## src/rtl/pe_pkg.sv

```systemverilog
// Shared constants and state encoding for the processing-element accumulator.
package pe_pkg;

    localparam int PE_PROD_W = 32;
    localparam int PE_ACC_W  = 40;
    localparam int PE_CNT_W  = 8;

    typedef enum logic {
        IDLE  = 1'b0,
        ACCUM = 1'b1
    } pe_acc_state_t;

endpackage

```

## src/rtl/pe_acc_add.sv

```systemverilog
// ACC_W-bit unsigned adder for the accumulator; wraps by default and clamps at
// all-ones when PE_ACC_SATURATE_EN is defined (then also reports the clamp).
module pe_acc_add
    import pe_pkg::*;
#(
    parameter int ACC_W = PE_ACC_W
) (
    input  logic [ACC_W-1:0] a,
    input  logic [ACC_W-1:0] b,
    output logic [ACC_W-1:0] sum
`ifdef PE_ACC_SATURATE_EN
    ,
    output logic             clamp
`endif
);

`ifdef PE_ACC_SATURATE_EN
    // Result packs {clamped, value}; a carry out means the true sum exceeded all-ones.
    function automatic logic [ACC_W:0] sat_add(input logic [ACC_W-1:0] x,
                                               input logic [ACC_W-1:0] y);
        logic [ACC_W:0] full;
        full = {1'b0, x} + {1'b0, y};
        if (full[ACC_W])
            return {1'b1, {ACC_W{1'b1}}};
        return {1'b0, full[ACC_W-1:0]};
    endfunction

    assign {clamp, sum} = sat_add(a, b);
`else
    function automatic logic [ACC_W-1:0] wrap_add(input logic [ACC_W-1:0] x,
                                                  input logic [ACC_W-1:0] y);
        return x + y;
    endfunction

    assign sum = wrap_add(a, b);
`endif

endmodule

```

## src/rtl/pe_accumulator.sv

```systemverilog
// Dot-product accumulator behind the PE multiplier: sums len products, holds the
// result under valid/ready. Optional clamping arithmetic via PE_ACC_SATURATE_EN.
module pe_accumulator
    import pe_pkg::*;
#(
    parameter int PROD_W = PE_PROD_W,
    parameter int ACC_W  = PE_ACC_W,
    parameter int CNT_W  = PE_CNT_W
) (
    input  logic              clk,
    input  logic              reset,
    input  logic              start,
    input  logic [CNT_W-1:0]  len,
    input  logic [PROD_W-1:0] prod,
    input  logic              prod_valid,
    output logic              busy,
    output logic [ACC_W-1:0]  acc_out,
    output logic              out_valid,
    input  logic              out_ready,
`ifdef PE_ACC_SATURATE_EN
    output logic              sat,
`endif
    output logic              overrun
);

    pe_acc_state_t    state, state_nxt;
    logic [CNT_W-1:0] cnt;
    logic [ACC_W-1:0] acc;
    logic [ACC_W-1:0] prod_ext;
    logic [ACC_W-1:0] sum;
    logic             fire;
    logic             last;
    logic             start_ok;

    assign prod_ext = ACC_W'(prod);
    assign fire     = prod_valid && (state == ACCUM);
    assign last     = fire && (cnt == CNT_W'(1));
    assign start_ok = start && (len != '0);

`ifdef PE_ACC_SATURATE_EN
    logic clamp;
    logic sat_run;

    pe_acc_add #(.ACC_W(ACC_W)) u_add (
        .a     (acc),
        .b     (prod_ext),
        .sum   (sum),
        .clamp (clamp)
    );
`else
    pe_acc_add #(.ACC_W(ACC_W)) u_add (
        .a   (acc),
        .b   (prod_ext),
        .sum (sum)
    );
`endif

    always_ff @(posedge clk) begin
        if (reset)
            state <= IDLE;
        else
            state <= state_nxt;
    end

    // A start coinciding with the final product re-arms immediately (no bubble).
    always_comb begin
        state_nxt = state;
        case (state)
            IDLE:    if (start_ok) state_nxt = ACCUM;
            ACCUM:   if (last)     state_nxt = start_ok ? ACCUM : IDLE;
            default: state_nxt = IDLE;
        endcase
    end

    always_comb begin
        busy = (state == ACCUM);
    end

    always_ff @(posedge clk) begin
        if (reset) begin
            cnt <= '0;
            acc <= '0;
        end else if (state == IDLE) begin
            if (start_ok) begin
                cnt <= len;
                acc <= '0;
            end
        end else if (last) begin
            cnt <= start_ok ? len : '0;
            acc <= '0;
        end else if (fire) begin
            cnt <= cnt - CNT_W'(1);
            acc <= sum;
        end
    end

    // Completion outranks a handshake in the same cycle: the new value simply replaces the taken one.
    always_ff @(posedge clk) begin
        if (reset) begin
            acc_out   <= '0;
            out_valid <= 1'b0;
            overrun   <= 1'b0;
        end else if (last) begin
            acc_out   <= sum;
            out_valid <= 1'b1;
            if (out_valid && !out_ready)
                overrun <= 1'b1;
        end else if (out_valid && out_ready) begin
            out_valid <= 1'b0;
        end
    end

`ifdef PE_ACC_SATURATE_EN
    always_ff @(posedge clk) begin
        if (reset) begin
            sat_run <= 1'b0;
            sat     <= 1'b0;
        end else begin
            if (last) begin
                sat     <= sat_run | clamp;
                sat_run <= 1'b0;
            end else if (fire) begin
                sat_run <= sat_run | clamp;
            end else if (state == IDLE && start_ok) begin
                sat_run <= 1'b0;
            end
        end
    end
`endif

endmodule

```

## config.mk

```make
export PLATFORM = sky130hd
export DESIGN_NAME = pe_accumulator
export DESIGN_NICKNAME = d
export VERILOG_FILES = /design/src/rtl/pe_pkg.sv /design/src/rtl/pe_acc_add.sv /design/src/rtl/pe_accumulator.sv
export SDC_FILE = /design/constraint.sdc
export NUM_CORES = 1
export LEC_CHECK = 0
export CAP_MARGIN = 10
export CELL_PAD_IN_SITES_DETAIL_PLACEMENT = 1
export CELL_PAD_IN_SITES_GLOBAL_PLACEMENT = 2
export CORE_ASPECT_RATIO = 1.4
export CORE_MARGIN = 5
export CORE_UTILIZATION = 34
export DETAILED_ROUTE_END_ITERATION = 7
export GPL_ROUTABILITY_DRIVEN = 0
export GPL_TIMING_DRIVEN = 0
export MAX_ROUTING_LAYER = met4
export PLACE_DENSITY = 0.84
export SYNTH_ARGS = -nofsm -noshare
export SYNTH_HDL_FRONTEND = slang
export SYNTH_HIERARCHICAL = 1
export SYNTH_SLANG_ARGS = --single-unit
```

## constraint.sdc

```tcl
create_clock -name clk -period 4.6 [get_ports clk]
set_input_delay 1.15 -clock clk [delete_from_list [all_inputs] [get_ports clk]]
set_output_delay 1.15 -clock clk [all_outputs]
set_load 0.1 [all_outputs]
```

==> reports/results.ini <==
[outcome]
status=finished, final reports clean

[floorplan]
initial_core_util_pct=34.5
die_area_um2=19700
die_x_um=120
ios=88
die_y_um=164
rows=56
core_um2=16700

[global_routing]
antenna_found_initial=0
grt_usage_pct=20.3
overflow=0
grt_pass1_wl_um=31400
grt_max_degree=15
grt_pass1_vias=6343

[timing]
finClkSkew_ns=0.00768
slew_violations=0
fin_crit_ns=3.97
final.setup.tns_ns=0
relSlewSlack_pct=33.2
finalSetupViolCount=0
max_freq_mhz=252
worst_slew_pin_slew_ns=0.999
final-hold-violation-count=0
fin_crit_sh_pct=86.2
worst_hold_slack_ns=0.454
grt_setup_unrepaired=no

[critical_path]
rrSetupSlack_ns=1.55
cp-startpoint=prod[9]
r2r_end=acc[36]$_SDFFE_PP0P_
crit_chain=clkdlybuf4s50_1 -> ha_1 -> nand2_1 -> nor4_2 -> o211ai_2 -> nand3b_2 -> a31oi_4 -> a21oi_4 -> nor2_1 -> a311oi_1 -> nand3_1 -> a21oi_1
endpoint_kind=flop
worstPathMaxFanout=6
worstPathRequired_ns=4.88
start_kind=input pin
critPathMaxStageDelay_ns=0.50
reg2reg_from=acc[0]$_SDFFE_PP0P_
critPathTopFamily=compound AO/OA/AOI/OAI gates
slowest_stage=a311oi_1
worstPathArrival_ns=4.25
r2r_cells=11
path_buf_inv=1
path_class=in -> reg

[job]
drv_cap=0

[place]
port_buffers=87
place_hpwl_um=14900

[clock_network]
htreeDepth=3
clk_path_buf_depth=2
cts_sinks=91
cts_tree=built
ctsHoldBuffers=0
cts_setup_buffers=0
numCtsBuffers=9
post_cts_resized=0
insertion_delay_ns=0.36
clk_pin_slew_worst_paths_ns=0.06
clock-root-buffer=clkbuf_16

[synthesis]
synthArstFlopShare_pct=0
synth_ff_type=dfxtp_1
synthDistinctLibCells=75
yosysTopAreaCellShare_pct=31.6
yosys.area.top_type=dfxtp_1
seq_area_frac_synth_pct=31.6
synth_warnings=6
syn_area_per_cell_um2=7.70
synth_cells=750
syn_area_um2=5770
synth_edf_count=0
synthTopCellsByArea=dfxtp_1 (32%), a21oi_1 (10%), nand2_1 (9.2%)
synth-seq-cells=91

[layout]
final_common_cell=nand2_1
finish.utilization_pct=43.0
final_layout_size_suffix_gt1_share_pct=5.70
num_antenna_cells=0
fin_nets=942
mostFrequentLayoutCells=nand2_1 (142), a21oi_1 (119), dfxtp_1 (91)
area_delta_synth_final_pct=24.8

[power_and_ir_drop]
p_int_w=0.00141
power.share.switching_pct=32.1
seqPwrFrac_pct=40.3
power_frac_clock_pct=34.8
leakagePower_nw=2.82
switching_power_w=0.000666
comb_power_share_pct=24.9
powerDensity_nw_per_um2=287
ir_drop_v=0.000123

[routing]
dr.pass1.iters=4
wl_um=19000
antenna_left=0
avgViaCountPerCell=5.52
wl_per_cell_um=17.9
drc=0
vias=5859
drt_iter0_drc=138

[hold_path]
min_path_type=reg -> reg
holdPathEnd=acc_out[27]$_SDFFE_PP0P_
hold_path_depth=2
worstHoldStart=acc_out[27]$_SDFFE_PP0P_

==> synth_stat cells, drive strengths merged (2+ instances only) <==
master and number:
nor3 15, o21a 3, or3 4, buf 11, a21oi 120, nor2b 4, a21boi 2, ha 41
o31ai 2, o211ai 3, or3b 2, a2111oi 2, o21bai 7, a31oi 9, a211oi 6, nor4 4
inv 16, and2 7, or4 5, nand2b 9, nand3 49, dfxtp 91, nand4 6, o21ai 27
a221oi 7, nand2 142, nand3b 2, a21o 19, xnor2 21, xor2 13, o211a 2, o22ai 3
and3 6, clkbuf 28, nor2 36, a311oi 2, o2111ai 3
==> worst max path at each step <==
| stage | endpoint | cells after the start | slack (ns) |
|---|---|---|---|
| 3_5_place_dp | acc[35]$_SDFFE_PP0P_ | 12 | 0.27 |
| 2_1_floorplan | acc[35]$_SDFFE_PP0P_ | 10 | 1.33 |
| 5_1_grt | acc[38]$_SDFFE_PP0P_ | 13 | 0.44 |
| 3_3_place_gp | acc[35]$_SDFFE_PP0P_ | 12 | 0.33 |
| 4_1_cts | acc[36]$_SDFFE_PP0P_ | 12 | 0.64 |
| 6_report | acc[35]$_SDFFE_PP0P_ | 12 | 0.63 |
==> worst register-to-register path, stage by stage, from the launching register on <==
cell and delay (ns):
dfxtp_1 0.32, ha_1 0.24, fa_1 0.43, a21oi_1 0.26
o22ai_1 0.21, nand4_1 0.20, a31oi_2 0.15, o21ai_2 0.33
o31ai_4 0.14, o311ai_1 0.43, nand3_1 0.12, a21oi_1 0.16
==> cell families after synthesis <==
| kind of cell | after synthesis | share of synthesized area, % |
|---|---|---|
| other | 1 | 0.0650 |
| adder cells (fa/ha/maj) | 42 | 9.23 |
| AND/OR/NAND/NOR | 296 | 23.9 |
| XOR/XNOR | 34 | 5.16 |
| buffers and inverters | 55 | 4.14 |
| multiplexers | 1 | 0.173 |
| flip-flops | 91 | 31.6 |
| AO/OA/AOI/OAI | 230 | 25.8 |
==> power groups by stage <==
stage | sequential (W) | clock, W | combinational [W]
floorplan | 0.000876 | 0 | 0.000327
global placement | 0.000851 | 0 | 0.000495
detailed placement | 0.000852 | 0 | 0.000511
CTS | 0.000835 | 0.000744 | 0.000514
global route | 0.000838 | 0.000771 | 0.000566
finish | 0.000835 | 0.000722 | 0.000515
==> sequential cells by signal (all words and copies together) (netlist names) <==
register	flops
acc_out	40
acc	40
busy	1
out_valid	1
cnt	8
overrun	1
==> cell type report <==
class,count,area (µm²)
Buffer,39,179
Clock buffer,12,256
Clock inverter,3,23.8
Fill cell,2060,9540
Inverter,16,60.1
Multi-Input combinational cell,611,3740
Sequential cell,91,1820
Tap cell,203,254
Timing Repair Buffer,87,871
==> metal layers <==
layer  vias up  track usage, %  share of wire [%]
met1      2845            21.1                 40
met4         0            6.88                2.3
met2       103            38.9                 55
met3        28            2.86                2.8
met5         -               -                  0
li1       2883               -                  -
==> through the flow <==
stage | worst slack, ns | total power (W) | instance area (µm²) | cells
finish | 0.633 | 0.00207 | 7200 | 1062
global route | 0.437 | 0.00217 | 7200 | 1062
CTS | 0.641 | 0.00209 | 7200 | 1062
detailed placement | 0.272 | 0.00136 | 6920 | 1047
global placement | 0.331 | 0.00135 | 6920 | 1047
floorplan | 1.33 | 0.00120 | 5800 | 757
No activity file was read; power rests on OpenSTA's default activity.
